<file path="src/rtl/fbs_pkg.sv">
// Shared types and constants for the function backup system sequencer.
package fbs_pkg;

    localparam int FBS_CW        = 16;
    localparam int FBS_DEPTH_DEF = 16;
    localparam int FBS_LAT_W     = 3;

    typedef enum logic [2:0] {
        ST_IDLE,
        ST_SAVE,
        ST_SAVE_DONE,
        ST_REST,
        ST_REST_WAIT,
        ST_REST_LOAD
    } fbs_seq_state_t;

    // Value loaded into the wait timer so REST_WAIT lasts exactly rd_lat cycles.
    function automatic logic [FBS_LAT_W-1:0] fbs_wait_load(input int rd_lat);
        return (rd_lat > 0) ? FBS_LAT_W'(rd_lat - 1) : '0;
    endfunction

endpackage

</file>
<file path="src/rtl/fbs_lat_timer.sv">
// Loadable 3-bit down-counter that times the stack read latency during REST_WAIT.
module fbs_lat_timer
    import fbs_pkg::*;
#(
    parameter int W = FBS_LAT_W
) (
    input  logic         clk,
    input  logic         rst_n,
    input  logic         i_load,
    input  logic [W-1:0] i_load_val,
    output logic         o_done
);

    logic [W-1:0] r_cnt;

    always_ff @(posedge clk or negedge rst_n) begin
        if (!rst_n) begin
            r_cnt <= '0;
        end else if (i_load) begin
            r_cnt <= i_load_val;
        end else if (r_cnt != '0) begin
            r_cnt <= r_cnt - W'(1);
        end
    end

    assign o_done = (r_cnt == '0);

endmodule

</file>
<file path="src/rtl/fbs_sequencer.sv">
// Function backup system sequencer: call/return handshake, backup/restore strobes, error flags.
// Optional FBS_SEQ_PERF_EN adds max_depth and ops_cnt statistics outputs.
module fbs_sequencer
    import fbs_pkg::*;
#(
    parameter int DEPTH  = FBS_DEPTH_DEF,
    parameter int RD_LAT = 1,
    parameter int CW     = FBS_CW
) (
    input  logic          clk,
    input  logic          rst_n,
    input  logic          call_req,
    input  logic          ret_req,
    output logic          call_ack,
    output logic          ret_ack,
    output logic          regs_load,
    output logic          fbs_backup,
    output logic          fbs_restore,
    input  logic [CW-1:0] fcc_in,
    output logic [CW-1:0] depth,
    output logic          busy,
    output logic          err_overflow,
    output logic          err_underflow,
    output logic          err_fcc,
    input  logic          err_clr
`ifdef FBS_SEQ_PERF_EN
    ,
    output logic [CW-1:0] max_depth,
    output logic [31:0]   ops_cnt
`endif
);

    fbs_seq_state_t r_state;
    fbs_seq_state_t w_state_next;

    logic [CW-1:0] r_depth;
    logic [CW-1:0] w_depth_next;
    logic          r_call_ack;
    logic          r_ret_ack;
    logic          r_regs_load;
    logic          r_backup;
    logic          r_restore;
    logic          r_busy;
    logic          r_err_ovf;
    logic          r_err_udf;
    logic          r_err_fcc;
    logic          r_fcc_arm;

    logic          w_sample;
    logic          w_ovf_evt;
    logic          w_udf_evt;
    logic          w_fcc_evt;
    logic          w_timer_load;
    logic          w_timer_done;
    logic          w_call_ack_next;
    logic          w_ret_ack_next;
    logic          w_regs_load_next;
    logic          w_backup_next;
    logic          w_restore_next;
    logic          w_busy_next;

    // Requests are never taken while an ack from the previous operation is visible.
    assign w_sample  = (r_state == ST_IDLE) && !r_call_ack && !r_ret_ack;
    assign w_fcc_evt = (r_state == ST_IDLE) && r_fcc_arm && (fcc_in != r_depth);

    fbs_lat_timer #(
        .W (FBS_LAT_W)
    ) u_lat_timer (
        .clk        (clk),
        .rst_n      (rst_n),
        .i_load     (w_timer_load),
        .i_load_val (fbs_wait_load(RD_LAT)),
        .o_done     (w_timer_done)
    );

    always_ff @(posedge clk or negedge rst_n) begin
        if (!rst_n) begin
            r_state <= ST_IDLE;
        end else begin
            r_state <= w_state_next;
        end
    end

    always_comb begin
        w_state_next = r_state;
        w_depth_next = r_depth;
        w_ovf_evt    = 1'b0;
        w_udf_evt    = 1'b0;
        w_timer_load = 1'b0;

        unique case (r_state)
            ST_IDLE: begin
                if (w_sample) begin
                    if (call_req) begin
                        if (r_depth < CW'(DEPTH)) begin
                            w_state_next = ST_SAVE;
                        end else begin
                            w_ovf_evt = 1'b1;
                        end
                    end else if (ret_req) begin
                        if (r_depth != '0) begin
                            w_state_next = ST_REST;
                        end else begin
                            w_udf_evt = 1'b1;
                        end
                    end
                end
            end
            ST_SAVE: begin
                w_depth_next = r_depth + CW'(1);
                w_state_next = ST_SAVE_DONE;
            end
            ST_SAVE_DONE: begin
                w_state_next = ST_IDLE;
            end
            ST_REST: begin
                w_depth_next = r_depth - CW'(1);
                if (RD_LAT == 0) begin
                    w_state_next = ST_REST_LOAD;
                end else begin
                    w_timer_load = 1'b1;
                    w_state_next = ST_REST_WAIT;
                end
            end
            ST_REST_WAIT: begin
                if (w_timer_done) begin
                    w_state_next = ST_REST_LOAD;
                end
            end
            ST_REST_LOAD: begin
                w_state_next = ST_IDLE;
            end
            default: begin
                w_state_next = ST_IDLE;
            end
        endcase

        // Outputs are decoded from the next state so they can be registered.
        w_call_ack_next  = (w_state_next == ST_SAVE_DONE) || w_ovf_evt;
        w_ret_ack_next   = (w_state_next == ST_REST_LOAD) || w_udf_evt;
        w_regs_load_next = (w_state_next == ST_REST_LOAD);
        w_backup_next    = (w_state_next == ST_SAVE);
        w_restore_next   = (w_state_next == ST_REST);
        w_busy_next      = (w_state_next != ST_IDLE);
    end

    always_ff @(posedge clk or negedge rst_n) begin
        if (!rst_n) begin
            r_depth     <= '0;
            r_call_ack  <= 1'b0;
            r_ret_ack   <= 1'b0;
            r_regs_load <= 1'b0;
            r_backup    <= 1'b0;
            r_restore   <= 1'b0;
            r_busy      <= 1'b0;
            r_fcc_arm   <= 1'b0;
        end else begin
            r_depth     <= w_depth_next;
            r_call_ack  <= w_call_ack_next;
            r_ret_ack   <= w_ret_ack_next;
            r_regs_load <= w_regs_load_next;
            r_backup    <= w_backup_next;
            r_restore   <= w_restore_next;
            r_busy      <= w_busy_next;
            r_fcc_arm   <= 1'b1;
        end
    end

    // Sticky flags: a new error event outranks a simultaneous clear.
    always_ff @(posedge clk or negedge rst_n) begin
        if (!rst_n) begin
            r_err_ovf <= 1'b0;
            r_err_udf <= 1'b0;
            r_err_fcc <= 1'b0;
        end else begin
            r_err_ovf <= w_ovf_evt | (r_err_ovf & ~err_clr);
            r_err_udf <= w_udf_evt | (r_err_udf & ~err_clr);
            r_err_fcc <= w_fcc_evt | (r_err_fcc & ~err_clr);
        end
    end

    assign call_ack      = r_call_ack;
    assign ret_ack       = r_ret_ack;
    assign regs_load     = r_regs_load;
    assign fbs_backup    = r_backup;
    assign fbs_restore   = r_restore;
    assign depth         = r_depth;
    assign busy          = r_busy;
    assign err_overflow  = r_err_ovf;
    assign err_underflow = r_err_udf;
    assign err_fcc       = r_err_fcc;

`ifdef FBS_SEQ_PERF_EN
    logic [CW-1:0] r_max_depth;
    logic [31:0]   r_ops_cnt;
    logic          w_op_done;

    assign w_op_done = (r_state == ST_SAVE_DONE) || (r_state == ST_REST_LOAD);

    always_ff @(posedge clk or negedge rst_n) begin
        if (!rst_n) begin
            r_max_depth <= '0;
            r_ops_cnt   <= '0;
        end else if (err_clr) begin
            r_max_depth <= '0;
            r_ops_cnt   <= '0;
        end else begin
            if (r_depth > r_max_depth) begin
                r_max_depth <= r_depth;
            end
            if (w_op_done) begin
                r_ops_cnt <= r_ops_cnt + 32'd1;
            end
        end
    end

    assign max_depth = r_max_depth;
    assign ops_cnt   = r_ops_cnt;
`endif

endmodule

</file>
<file path="config.mk">
export PLATFORM = sky130hd
export DESIGN_NAME = fbs_sequencer
export DESIGN_NICKNAME = d
export VERILOG_FILES = /design/src/rtl/fbs_pkg.sv /design/src/rtl/fbs_lat_timer.sv /design/src/rtl/fbs_sequencer.sv
export SDC_FILE = /design/constraint.sdc
export NUM_CORES = 1
export LEC_CHECK = 0
export BUFFER_PORTS_ARGS = -buffer_cell sky130_fd_sc_hd__buf_2
export CAP_MARGIN = 10
export CORE_AREA = 2 2 53 79
export CTS_CLUSTER_SIZE = 14
export DETAILED_ROUTE_END_ITERATION = 10
export DIE_AREA = 0 0 55 81
export GPL_ROUTABILITY_DRIVEN = 0
export GPL_TIMING_DRIVEN = 0
export HOLD_SLACK_MARGIN = 0.12
export PLACE_DENSITY = 0.86
export SYNTH_ARGS = -nofsm -noshare
export SYNTH_HDL_FRONTEND = slang
export SYNTH_SLANG_ARGS = --single-unit
</file>
<file path="constraint.sdc">
create_clock -name clk -period 4.85 [get_ports clk]
set_input_delay 0.485 -clock clk [delete_from_list [all_inputs] [get_ports clk]]
set_output_delay 0.485 -clock clk [all_outputs]
set_load 0.005 [all_outputs]
</file>
==> impl_metrics.py <==
metrics = {
    "run_status": {
        "outcome": "finished, final reports clean",
    },
    "yosys": {
        "synth-seq-area-share_pct": 38.3,
        "ys.flop_type": "dfrtp_1",
        "synth_area_sq_um": 2090,
        "synth_seq_cells": 32,
        "yosys-top-cells-area": "dfrtp_1 (38%), ha_1 (9.6%), xnor2_1 (8.8%)",
        "async_reset_ff_share_pct": 100,
        "synth_top_area_share_pct": 38.3,
        "syn_area_per_cell_sq_um": 9.17,
        "synth_nets": 266,
        "yosysTopAreaCell": "dfrtp_1",
        "synth.distinct_cells": 42,
        "synth_edf_count": 0,
        "synth_most_common_cell": "dfrtp_1",
        "synth_commonest_cells": "dfrtp_1 (32), nand2_1 (23), xnor2_1 (21)",
        "syn-instance-count": 228,
        "yosysWarnings": 0,
    },
    "placed_design": {
        "hpwlAfterDp_mm": 4.01,
        "portBuffers": 45,
    },
    "cts": {
        "postCtsHoldBufs": 0,
        "cts.sinks": 32,
        "clk_path_buf_depth": 2,
        "cts_tree": "built",
        "clkLatencyLatePin_ns": 0.29,
        "post_cts_buffers": 0,
        "cts_resized": 0,
        "htreeDepth": 2,
        "clk_pin_slew_ns": 0.06,
        "cts_buffers": 5,
        "root_buffer": "clkbuf_8",
    },
    "power_and_ir_drop": {
        "power.leakage_nw": 1.21,
        "ir_drop_mv": 0.327,
        "p_comb_share_pct": 47.1,
        "netSwitchingFraction_pct": 42.8,
        "pwr_density_cell_nw_per_um2": 520,
        "clkPwrFrac_pct": 15.3,
        "p_switching_w": 0.000545,
        "cellInternalPower_w": 0.000727,
        "p_seq_share_pct": 37.6,
    },
    "timing": {
        "finalHoldViolCount": 0,
        "fin_crit_sh_pct": 73.0,
        "slew_viol_final": 0,
        "setup_viol_count_final": 0,
        "min_period_ns": 3.54,
        "finClkSkew_ns": 0.00133,
        "holdWs_ns": 0.244,
        "max_slew_margin_pct": 52.7,
        "rsz0062_at_grt": "no",
        "setup_tns_ns": 0,
        "max_freq_mhz": 282,
        "worstMarginPinSlew_ns": 0.710,
    },
    "route": {
        "viasPerCell": 5.82,
        "num_vias": 1893,
        "wl_met3_microns": 256,
        "maxUsedRoutingLayer": "met4",
        "wl_met1_mm": 2.02,
        "drt_iter0_drc": 61,
        "drc": 0,
        "wl_per_cell_microns": 16.1,
        "firstDrtPassIters": 4,
        "routed_wirelength_mm": 5.22,
        "wl_met2_mm": 2.65,
        "antenna_left": 0,
    },
    "worst_setup_path": {
        "critPathLaunchType": "register",
        "critPathCaptureType": "register",
        "crit_arrival_ns": 3.71,
        "worst_path_max_delay_cell": "inv_1",
        "path_class": "reg -> reg",
        "max_stage_delay_ns": 0.50,
        "path_cells": "nor2b_1, nand2_1, inv_1, ha_1, o21ai_0, o21ai_1, a41o_1, a2111oi_4, o41ai_2, mux2i_1, xnor2_1",
        "cp_data_required_time_ns": 5.02,
        "crit_fanout": 18,
    },
    "die": {
        "fp-row-count": 28,
        "dieArea_sq_um": 4460,
        "pin_count": 46,
        "initial_utilization_pct": 54.3,
        "coreArea_sq_um": 3850,
        "die_x_microns": 55,
        "die_h_microns": 81,
    },
    "cells_and_area": {
        "fin_nets": 318,
        "largest_register_ffs": 16,
        "drive_above_1_share_pct": 20.0,
        "syn_to_final_growth_pct": 17.2,
        "antenna_cells": 0,
    },
    "global_route": {
        "grt_pass1_wl_mm": 8.40,
        "grt_max_degree": 33,
        "grtUsageTotal_pct": 26.2,
        "antenna_found_initial": 0,
        "grt_pass1_vias": 1908,
        "grt_overflow": 0,
    },
    "worst_hold_path": {
        "hold_path.class": "in -> async",
    },
    "flow_run": {
        "drv_cap": 0,
    },
}
==> worst max-delay path: cells and delay by family, from the launching register on <==
family / cells / cell delay [ns]
AO/OA/AOI/OAI: 5 / 1.25
XOR/XNOR: 1 / 0.17
adder cells (fa/ha/maj): 1 / 0.39
buffers and inverters: 1 / 0.50
flip-flops: 1 / 0.43
multiplexers: 1 / 0.15
AND/OR/NAND/NOR: 2 / 0.53
==> per-layer routing <==
metal  vias to the layer above  GRT usage, %
met3                        29          4.60
met4                         0          16.6
met1                       887          28.7
met2                        70          44.6
li1                        907             -
met5                         -             0
==> worst paths after layout <==
kind	start	cells past startpoint	slack, ns	endpoint
min in group clk	err_clr	2	0.41	err_overflow$_DFF_PN0_
worst min-delay path	rst_n	1	0.24	depth[2]$_DFFE_PN0P_
worst max-delay path	r_state[0]$_DFF_PN0_	11	1.31	depth[15]$_DFFE_PN0P_
worst max register to register	r_state[0]$_DFF_PN0_	11	1.31	depth[15]$_DFFE_PN0P_
worst min register to register	u_lat_timer.r_cnt[1]$_DFFE_PN0P_	2	0.53	u_lat_timer.r_cnt[1]$_DFFE_PN0P_
max in group asynchronous	rst_n	1	4.15	busy$_DFF_PN0_
==> cells in the final DEF (no fill, tap or decap), types with 2 or more instances in the layout <==
cell type and instances:
a211oi_1 3, a21oi_1 14, and3_1 4, buf_2 45
clkbuf_1 4, clkbuf_8 5, dfrtp_1 32, ha_1 16
inv_1 17, mux2i_1 2, nand2_1 23, nand2b_1 2
nand3_1 6, nand4_1 5, nor2_1 16, nor2b_1 3
nor3_1 5, nor4_1 4, o21a_1 2, o21ai_0 13
o21ai_1 8, o31ai_1 3, xnor2_1 21, xor2_1 6
==> power groups by stage <==
| stage | logic, W | registers, W | clock network (W) |
|---|---|---|---|
| global placement | 0.000574 | 0.000479 | 0 |
| finish | 0.000599 | 0.000479 | 0.000195 |
| floorplan | 0.000395 | 0.000462 | 0 |
| CTS | 0.000601 | 0.000477 | 0.000195 |
| detailed placement | 0.000596 | 0.000482 | 0 |
| global route | 0.000672 | 0.000495 | 0.000207 |
==> through the flow <==
step	power, W	instance area, sq um	cells	utilization, %	setup slack [ns]
after floorplan	0.000857	2090	228	-	1.97
after global routing	0.00137	2450	325	63.6	1.06
after global placement	0.00105	2370	318	61.6	1.45
after CTS	0.00127	2450	325	63.6	1.32
final	0.00127	2450	325	63.6	1.31
after detailed placement	0.00108	2370	318	61.6	1.38
==> cell families (layout without fill, tap and decap cells) <==
kind of cell	Yosys count	after routing	share of synthesized area (%)
and+or+nand+nor	73	73	16.6
AOI/OAI and AO/OA	56	56	18.5
DFF	32	32	38.3
xor gates and xnor gates	27	27	11.3
buffers and inverters	20	72	3.59
adders and majority gates	17	17	10.5
muxes	2	2	0.958
other	1	1	0.179
==> layout make-up <==
cell class / count / area, sq um
fill: 341 / 1400
multi-input combinational: 176 / 1210
sequential: 32 / 801
timing repair buffer: 45 / 225
clock buffer: 6 / 72.6
inverter: 17 / 63.8
tap: 45 / 56.3
buffer: 3 / 11.3
clock inverter: 1 / 5.00
(Power assumes the default switching activity.)
